### config.mk
export PLATFORM = sky130hd
export DESIGN_NAME = note_scroller
export DESIGN_NICKNAME = d
export VERILOG_FILES = /design/src/rtl/note_scroller_pkg.sv /design/src/rtl/note_scroller_hit_resolver.sv /design/src/rtl/note_scroller.sv
export SDC_FILE = /design/constraint.sdc
export NUM_CORES = 2
export LEC_CHECK = 0
export CORE_AREA = 2 2 564 566
export CTS_BUF_LIST = sky130_fd_sc_hd__clkbuf_4
export CTS_CLUSTER_DIAMETER = 60
export DETAILED_ROUTE_END_ITERATION = 16
export DIE_AREA = 0 0 566 568
export PLACE_DENSITY = 0.44
export SKIP_CTS_REPAIR_TIMING = 1
export SLEW_MARGIN = 0
export SYNTH_ARGS = -nofsm -noshare
export SYNTH_HDL_FRONTEND = slang
export SYNTH_SLANG_ARGS = --single-unit
### constraint.sdc
create_clock -name clk_i -period 97.8 [get_ports clk_i]
set_clock_uncertainty 0.1 [all_clocks]
set_input_delay 19.56 -clock clk_i [delete_from_list [all_inputs] [get_ports clk_i]]
set_output_delay 19.56 -clock clk_i [all_outputs]
set_load 0.005 [all_outputs]
### src/rtl/note_scroller_pkg.sv
// Shared constants, note-register type and FSM encoding for the note scroller.
package note_scroller_pkg;
    localparam int ROWS       = 360;
    localparam int LANES      = 4;
    localparam int STEP_DEF   = 2;
    localparam int HIT_LO_DEF = 340;
    localparam int HIT_HI_DEF = 359;
    localparam int UCNT_W     = 16;

    typedef logic [LANES-1:0][ROWS-1:0] nreg_t;

    typedef enum logic [1:0] {
        S_IDLE,
        S_WAIT,
        S_SHIFT,
        S_DONE
    } state_t;
endpackage

### src/rtl/note_scroller_hit_resolver.sv
// One-lane strike resolver: finds the lowest-on-screen note inside the hit window and clears it.
module hit_resolver
    import note_scroller_pkg::*;
#(
    parameter int HIT_LO = HIT_LO_DEF,
    parameter int HIT_HI = HIT_HI_DEF
) (
    input  logic [ROWS-1:0] lane_i,
    input  logic            en_i,
    output logic [ROWS-1:0] lane_o,
    output logic            hit_o,
    output logic            bad_o
);
    logic            found;
    logic [ROWS-1:0] clr;

    // Scan from the bottom of the window up so only the highest-index note is taken.
    always_comb begin
        found = 1'b0;
        clr   = '0;
        for (int r = HIT_HI; r >= HIT_LO; r--) begin
            if (lane_i[r] && !found) begin
                found  = 1'b1;
                clr[r] = 1'b1;
            end
        end
        lane_o = en_i ? (lane_i & ~clr) : lane_i;
        hit_o  = en_i && found;
        bad_o  = en_i && !found;
    end
endmodule

### src/rtl/note_scroller.sv
// Per-frame scroller for the 4-lane note register with chart intake and strike resolution.
// Optional UNDERRUN_COUNT_EN adds underrun_cnt_o, a saturating count of starved shift cycles.
module note_scroller
    import note_scroller_pkg::*;
#(
    parameter int STEP   = STEP_DEF,
    parameter int HIT_LO = HIT_LO_DEF,
    parameter int HIT_HI = HIT_HI_DEF
) (
    input  logic                        clk_i,
    input  logic                        rst_i,
    input  logic                        frame_tick_i,
    input  logic                        run_i,
    input  logic                        chart_valid_i,
    input  logic [LANES-1:0]            chart_row_i,
    input  logic                        chart_last_i,
    output logic                        chart_ready_o,
    input  logic [LANES-1:0]            press_i,
    output logic [LANES-1:0][ROWS-1:0]  n_reg_o,
    output logic [LANES-1:0]            hit_o,
    output logic [LANES-1:0]            bad_o,
    output logic [LANES-1:0]            miss_o,
    output logic                        busy_o,
    output logic                        done_o
`ifdef UNDERRUN_COUNT_EN
    ,
    output logic [UCNT_W-1:0]           underrun_cnt_o
`endif
);
    state_t           state_q;
    logic [3:0]       step_q;
    nreg_t            n_reg_q;
    logic [LANES-1:0] pend_q, hit_q, bad_q, miss_q;
    logic             end_q, busy_q, done_q;

    nreg_t            resolved;
    logic [LANES-1:0] res_hit, res_bad, in_bit;
    logic             resolve_en, shift_en, accept;

    assign resolve_en    = (state_q == S_WAIT) && run_i;
    assign shift_en      = (state_q == S_SHIFT) && run_i;
    // Ready is withheld while paused so no chart row is consumed without a shift.
    assign chart_ready_o = shift_en && !end_q;
    assign accept        = chart_ready_o && chart_valid_i;
    assign in_bit        = accept ? chart_row_i : '0;

    for (genvar f = 0; f < LANES; f++) begin : g_lane
        hit_resolver #(
            .HIT_LO (HIT_LO),
            .HIT_HI (HIT_HI)
        ) u_res (
            .lane_i (n_reg_q[f]),
            .en_i   (resolve_en && pend_q[f]),
            .lane_o (resolved[f]),
            .hit_o  (res_hit[f]),
            .bad_o  (res_bad[f])
        );
    end

    always_ff @(posedge clk_i or posedge rst_i) begin
        if (rst_i) begin
            state_q <= S_IDLE;
            step_q  <= '0;
            n_reg_q <= '0;
            pend_q  <= '0;
            hit_q   <= '0;
            bad_q   <= '0;
            miss_q  <= '0;
            end_q   <= 1'b0;
            busy_q  <= 1'b0;
            done_q  <= 1'b0;
        end else begin
            hit_q  <= '0;
            bad_q  <= '0;
            miss_q <= '0;
            unique case (state_q)
                S_IDLE: begin
                    if (run_i) state_q <= S_WAIT;
                end
                S_WAIT: begin
                    if (run_i) begin
                        n_reg_q <= resolved;
                        hit_q   <= res_hit;
                        bad_q   <= res_bad;
                        pend_q  <= press_i;
                        if (end_q && n_reg_q == '0) begin
                            state_q <= S_DONE;
                            done_q  <= 1'b1;
                        end else if (frame_tick_i) begin
                            state_q <= S_SHIFT;
                            step_q  <= '0;
                            busy_q  <= 1'b1;
                        end
                    end
                end
                S_SHIFT: begin
                    if (run_i) begin
                        for (int l = 0; l < LANES; l++) begin
                            n_reg_q[l] <= {n_reg_q[l][ROWS-2:0], in_bit[l]};
                            miss_q[l]  <= n_reg_q[l][ROWS-1];
                        end
                        pend_q <= pend_q | press_i;
                        if (accept && chart_last_i) end_q <= 1'b1;
                        step_q <= step_q + 4'd1;
                        if (step_q == 4'(STEP - 1)) begin
                            state_q <= S_WAIT;
                            busy_q  <= 1'b0;
                        end
                    end
                end
                S_DONE: begin
                    if (!run_i) begin
                        state_q <= S_IDLE;
                        done_q  <= 1'b0;
                        end_q   <= 1'b0;
                        pend_q  <= '0;
                    end
                end
                default: state_q <= S_IDLE;
            endcase
        end
    end

`ifdef UNDERRUN_COUNT_EN
    logic [UCNT_W-1:0] ucnt_q;

    always_ff @(posedge clk_i or posedge rst_i) begin
        if (rst_i) begin
            ucnt_q <= '0;
        end else if (state_q == S_DONE && !run_i) begin
            ucnt_q <= '0;
        end else if (chart_ready_o && !chart_valid_i && ucnt_q != '1) begin
            ucnt_q <= ucnt_q + 1'b1;
        end
    end

    assign underrun_cnt_o = ucnt_q;
`endif

    assign n_reg_o = n_reg_q;
    assign hit_o   = hit_q;
    assign bad_o   = bad_q;
    assign miss_o  = miss_q;
    assign busy_o  = busy_q;
    assign done_o  = done_q;
endmodule

## Word-level counts from Yosys, hierarchy flattened

Index checks and enable logic that the tools add are counted.

- Eq/ne operators: 18
- Reductions and logical operators: 191
- Multiplexer cells: 200
- Multiply operators: 0
- Shift-type cells: 0
- $add $sub $neg: 1
- Bitwise logic cells: 9
- Magnitude comparators: 0
- Div/mod/pow operators: 0

Operators with widths:

| kind | count |
|---|---|
| $mux 1440 | 2 |
| $pmux 1440 s2 | 1 |
| $and 360x360->360 | 4 |
| $logic_not 1440->1 | 1 |
| $mux 360 | 4 |
| $not 360->360 | 4 |
| $mux 1 | 166 |
| $logic_and 1x1->1 | 94 |
| $logic_not 1->1 | 81 |
| $mux 4 | 14 |
| $reduce_and 4->1 | 7 |
| $mux 2 | 7 |
| $ne 2x1->1 const B | 7 |
| $ne 2x2->1 const B | 6 |
| $pmux 4 s3 | 1 |
| $reduce_and 6->1 | 2 |
| $pmux 2 s4 | 1 |
| $pmux 4 s2 | 1 |
| $pmux 1 s2 | 3 |
| $reduce_bool 2->1 | 3 |
| $reduce_and 5->1 | 1 |
| $add 4x1->4 const B | 1 |
| $eq 2x2->1 const B | 2 |
| $eq 4x1->1 const B | 1 |
| 5 further kinds | 5 |

- Bits in registers: 1,465
- Memories: 0
- Output and inout bits: 1,455
- Bits in read-only memories: 0
- Latch bits: 0
- RAM bits: 0
- Input bits: 14
- Logic and storage cells: 432

## Depth between registers and ports, before layout

- Word-level depth: 63
- Mapped depth: 10
- Gate-level depth less buffers: 7

## Hierarchy

A second synthesis with hierarchy kept.

- Cells, all modules: 9,981
- Area, all modules: 79,727.7 um^2

By module, submodules not included:

| module | area an instance (um^2) | cells each | sequential area each (um^2) | instances |
|---|---|---|---|---|
| note_scroller | 68,216.7 | 8,433 | 36,660.2 | 1 |
| hit_resolver | 2,877.8 | 387 | 0.0 | 4 |

## Worst setup path after synthesis

Ideal clock, no wire load.

- Path kind: input to output
- From: input run_i
- To: output chart_ready_o
- Stages: 5
- Buffers on the path: 3
- Setup slack: 57,692 ps
- Required time: 78,140 ps
- Arrival: 20,448 ps
- Cell sequence: clkbuf_1 -> nand2_1 -> clkbuf_1 -> clkbuf_1 -> nor2_1

- Word-level cells in the longest chain between the ends: 2

RTL lines:

| element | RTL line | text |
|---|---|---|
| start, declared | note_scroller.sv:13 | `input logic run_i,` |
| $logic_and 1x1->1 | note_scroller.sv:41 | `assign shift_en = (state_q == S_SHIFT) && run_i;` |
| $logic_and 1x1->1 | note_scroller.sv:43 | `assign chart_ready_o = shift_en && !end_q;` |
| end, declared | note_scroller.sv:17 | `output logic chart_ready_o,` |

No other way between the ends.

## Worst setup path after layout

Same ends and word-level chain as after synthesis.

==> impl_results.html <==
<table>
<tr><th>Metric</th><th>Value</th></tr>
<tr><th colspan="2">Timing</th></tr>
<tr><td>Maximum achievable frequency</td><td>0.0242 GHz</td></tr>
<tr><td>Final hold violation count</td><td>0</td></tr>
<tr><td>Setup_tns</td><td>0 ps</td></tr>
<tr><td>Number of pins exceeding their max-slew limit in the final report</td><td>0</td></tr>
<tr><td>Ratio of final minimum period to clock period</td><td>42.3%</td></tr>
<tr><td>Relative max-transition margin</td><td>16.0%</td></tr>
<tr><td>Time the final worst path needs with I/O delays and setup</td><td>41330 ps</td></tr>
<tr><td>RSZ-0062 raised after global routing</td><td>false</td></tr>
<tr><td>Transition time of the tightest slew-check pin</td><td>1250 ps</td></tr>
<tr><td>Final setup fails</td><td>0</td></tr>
<tr><th colspan="2">Global routing</th></tr>
<tr><td>First-pass GRT wire length</td><td>412000 um</td></tr>
<tr><td>Antenna violations before repair</td><td>13</td></tr>
<tr><td>Aggregate global-route resource usage</td><td>17.5%</td></tr>
<tr><td>Pin count of the biggest net entering global routing</td><td>207</td></tr>
<tr><td>Total grt overflow</td><td>0</td></tr>
<tr><td>Via count of the first global-routing pass</td><td>52900</td></tr>
<tr><th colspan="2">Floorplanning</th></tr>
<tr><td>Die boundary width</td><td>566 um</td></tr>
<tr><td>Die ar.</td><td>0.321 mm^2</td></tr>
<tr><td>Number of top-level pins</td><td>1469</td></tr>
<tr><td>Vertical extent of the die</td><td>568 um</td></tr>
<tr><td>Initial core utilization</td><td>18.4%</td></tr>
<tr><td>Area of the placeable core</td><td>0.316 mm^2</td></tr>
<tr><td>Std cell rows</td><td>207</td></tr>
<tr><th colspan="2">Pwr</th></tr>
<tr><td>Switching share of power</td><td>32.2%</td></tr>
<tr><td>Int Pwr</td><td>0.000948 W</td></tr>
<tr><td>Clock network power share</td><td>41.8%</td></tr>
<tr><td>Leakage power</td><td>42.3 nW</td></tr>
<tr><td>Power density over the cells</td><td>16.9 mW/mm^2</td></tr>
<tr><td>Fraction of power consumed by combinational cells</td><td>13.4%</td></tr>
<tr><td>IR Drop Worst-Case VDD</td><td>0.0000112 V</td></tr>
<tr><td>Part of the power in registers</td><td>44.8%</td></tr>
<tr><td>Net Switching</td><td>0.000451 W</td></tr>
<tr><th colspan="2">Clock network</th></tr>
<tr><td>Number of buffers created by CTS</td><td>427</td></tr>
<tr><td>Clock root buffer</td><td>clkbuf_4</td></tr>
<tr><td>Post-CTS clock slew at the launch and capture registers of the worst setup and hold paths</td><td>60 ps</td></tr>
<tr><td>Number of clock sinks</td><td>1465</td></tr>
<tr><td>Max clock buf depth</td><td>4</td></tr>
<tr><td>Clock insertion delay at the later pin of the skew report</td><td>1320 ps</td></tr>
<tr><td>Clock tree from TritonCTS</td><td>built</td></tr>
<tr><td>Max H-tree Level</td><td>5</td></tr>
<tr><th colspan="2">Finish</th></tr>
<tr><td>Number of nets in the layout</td><td>8367</td></tr>
<tr><td>Non-Filler Instances</td><td>12800</td></tr>
<tr><td>Share of layout cells above drive strength 1</td><td>8.64%</td></tr>
<tr><td>Fill cell count</td><td>34000</td></tr>
<tr><td>Layout-stage area growth over the synthesis result</td><td>42.2%</td></tr>
<tr><th colspan="2">Routing</th></tr>
<tr><td>Routed wire per std cell</td><td>22.7 um</td></tr>
<tr><td>Drt total wl</td><td>292000 um</td></tr>
<tr><td>Remaining DRCs</td><td>0</td></tr>
<tr><td>Final antenna-violating net count</td><td>0</td></tr>
<tr><td>Post-detailed-route via-to-cell ratio</td><td>4.21</td></tr>
<tr><td>Iter 0 DRT Violations</td><td>4290</td></tr>
<tr><td>Vias</td><td>54000</td></tr>
<tr><td>Pre-Repair DR Iteration Count</td><td>6</td></tr>
<tr><th colspan="2">Yosys</th></tr>
<tr><td>Number of synthesized register bits</td><td>1465</td></tr>
<tr><td>Syn_nets</td><td>6732</td></tr>
<tr><td>Number of distinct library cells after synthesis</td><td>39</td></tr>
<tr><td>Number of enable flip-flop cells after synthesis</td><td>0</td></tr>
<tr><td>Post-synthesis cell area</td><td>0.0583 mm^2</td></tr>
<tr><td>Cell count after synthesis</td><td>6716</td></tr>
<tr><td>Leading register cell type out of synthesis</td><td>dfrtp_1</td></tr>
<tr><td>Share of flip-flops with an asynchronous set or reset</td><td>100%</td></tr>
<tr><td>Sequential cell area fraction in the yosys report</td><td>62.9%</td></tr>
<tr><td>Syn Area/Cell</td><td>8.68 um^2</td></tr>
<tr><td>Synth warn</td><td>0</td></tr>
<tr><th colspan="2">Place</th></tr>
<tr><td>Final weighted congestion in routability-driven placement</td><td>0.897</td></tr>
<tr><td>Placed wire-length estimate after detailed placement</td><td>219000 um</td></tr>
<tr><td>Cells after DPL</td><td>12100</td></tr>
<tr><td>Quantity of I/O buffers inserted on ports</td><td>1468</td></tr>
<tr><th colspan="2">Critical path</th></tr>
<tr><td>Crit path capture type</td><td>primary output</td></tr>
<tr><td>Delay of the slowest cell on the worst path</td><td>580 ps</td></tr>
<tr><td>CP required</td><td>78140 ps</td></tr>
<tr><td>List of cells traversed by the critical path</td><td>clkdlybuf4s50_1 &gt; buf_4 &gt; nand2_4 &gt; nor2_1 &gt; clkdlybuf4s50_1</td></tr>
<tr><td>Type of element launching the critical path</td><td>input pin</td></tr>
<tr><td>WS Path Type</td><td>input pin to primary output</td></tr>
<tr><td>Largest fanout on the critical path</td><td>35</td></tr>
<tr><td>Critical Path Slowest Stage Cell</td><td>clkdlybuf4s50_1</td></tr>
<tr><td>Data arrival time of the worst path</td><td>21670 ps</td></tr>
<tr><td>Most used cell, CP</td><td>clkdlybuf4s50_1</td></tr>
<tr><th colspan="2">Outcome</th></tr>
<tr><td>Outcome</td><td>finished clean</td></tr>
<tr><th colspan="2">Min path</th></tr>
<tr><td>Type of the most critical hold path</td><td>flip-flop to flip-flop</td></tr>
<tr><th colspan="2">Run</th></tr>
<tr><td>Max Cap Viol</td><td>0</td></tr>
</table>
[registers in the layout (all words and copies together) (netlist names)]
register  count
n_reg_o    1440
bad_o         4
hit_o         4
miss_o        4
pend_q        4
step_q        4
state_q       2
busy_o        1
done_o        1
end_q         1
[cells in the final DEF, fill, tap and decap left out, types with 24 or more instances in the layout]
| cell | count |
|---|---|
| a22o_1 | 76 |
| buf_4 | 63 |
| nand4_1 | 82 |
| nand2_1 | 4165 |
| clkbuf_4 | 624 |
| dfrtp_1 | 1464 |
| o21ai_1 | 31 |
| nor4_1 | 367 |
| clkinv_1 | 71 |
| nor2_1 | 24 |
| nor3_1 | 27 |
| o21ai_0 | 39 |
| clkdlybuf4s50_1 | 1468 |
[per-stage QoR]
stage / setup WS, ps / util [%] / area (um^2) / total power [W] / hold slack [ps]
after global placement: 56270 / 24.6 / 77600 / 0.000835 / 387
after detailed placement: 56290 / 24.6 / 77600 / 0.000837 / 393
final: 56470 / 26.2 / 82900 / 0.00140 / 343
after global routing: 56320 / 26.2 / 82900 / 0.00148 / 384
after CTS: 56280 / 26.2 / 82900 / 0.00144 / 331
after floorplan: 36820 / - / 58300 / 0.000750 / 372
[cell type report]
class	instances	area, um^2	area share [%]
well taps	4180	5230	6.31
clock inverters	104	582	0.702
flip-flops and latches	1465	36700	44.2
clock buffers	624	4680	5.65
inverters	11	48.8	0.0588
diodes	11	27.5	0.0332
multi-input cells	4910	20400	24.6
repair buffers	1536	15300	18.4
[logic make-up after synthesis]
| logic type | Yosys count | synth area share [%] |
|---|---|---|
| DFF | 1465 | 62.9 |
| xor gates and xnor gates | 3 | 0.0451 |
| buffers and inverters | 341 | 2.20 |
| adders and majority gates | 2 | 0.0429 |
| and+or+nand+nor | 4734 | 32.8 |
| AOI/OAI and AO/OA | 171 | 2.01 |
[metal layers]
metal / part of all wire [%] / GRT usage [%]
met1: 39 / 20.4
met2: 49 / 29.6
met3: 8.8 / 6.39
met4: 3.4 / 5.94
met5: 0.0045 / 0
[critical path: cells and delay by family]
kind	cells	cell delay, ps
buffers and inverters	3	1350
AND/OR/NAND/NOR	2	730
[final timing paths]
kind	start	end	slack, ps	depth (start not counted)
worst max register to register	state_q[0]$_DFFE_PP0P_	n_reg_o[678]$_DFFE_PP0P_	90770	11
worst min register to register	n_reg_o[1225]$_DFFE_PP0P_	n_reg_o[1226]$_DFFE_PP0P_	340	2
worst max-delay path	run_i	chart_ready_o	56470	5
min in group asynchronous	rst_i	n_reg_o[368]$_DFFE_PP0P_	18740	2
worst min-delay path	n_reg_o[1225]$_DFFE_PP0P_	n_reg_o[1226]$_DFFE_PP0P_	340	2
max in group asynchronous	rst_i	n_reg_o[778]$_DFFE_PP0P_	71730	10
[power groups by stage]
stage / Combinational (W) / Clock (W) / Sequential (W)
after floorplan: 0.000116 / 0 / 0.000633
after global placement: 0.000196 / 0 / 0.000639
after detailed placement: 0.000198 / 0 / 0.000639
after CTS: 0.000198 / 0.000611 / 0.000628
after global routing: 0.000209 / 0.000645 / 0.000628
final: 0.000188 / 0.000585 / 0.000627
[cell usage after synthesis, drive strengths merged (4+ instances only)]
cell,instances,area (um^2)
nand2,4166,15600
dfrtp,1465,36700
nor4,374,2380
clkbuf,299,1120
nand4,83,534
a22o,76,666
o21ai,70,350
buf,31,118
nor2,27,101
nor3,27,135
nand3,17,85.1
a21oi,13,65.1
inv,11,41.3
nor2b,11,68.8
or4,10,78.8
nand2b,8,50.1
a21o,5,37.5
or3,4,25.0
Note: power is estimated with default switching activity, not from simulation.
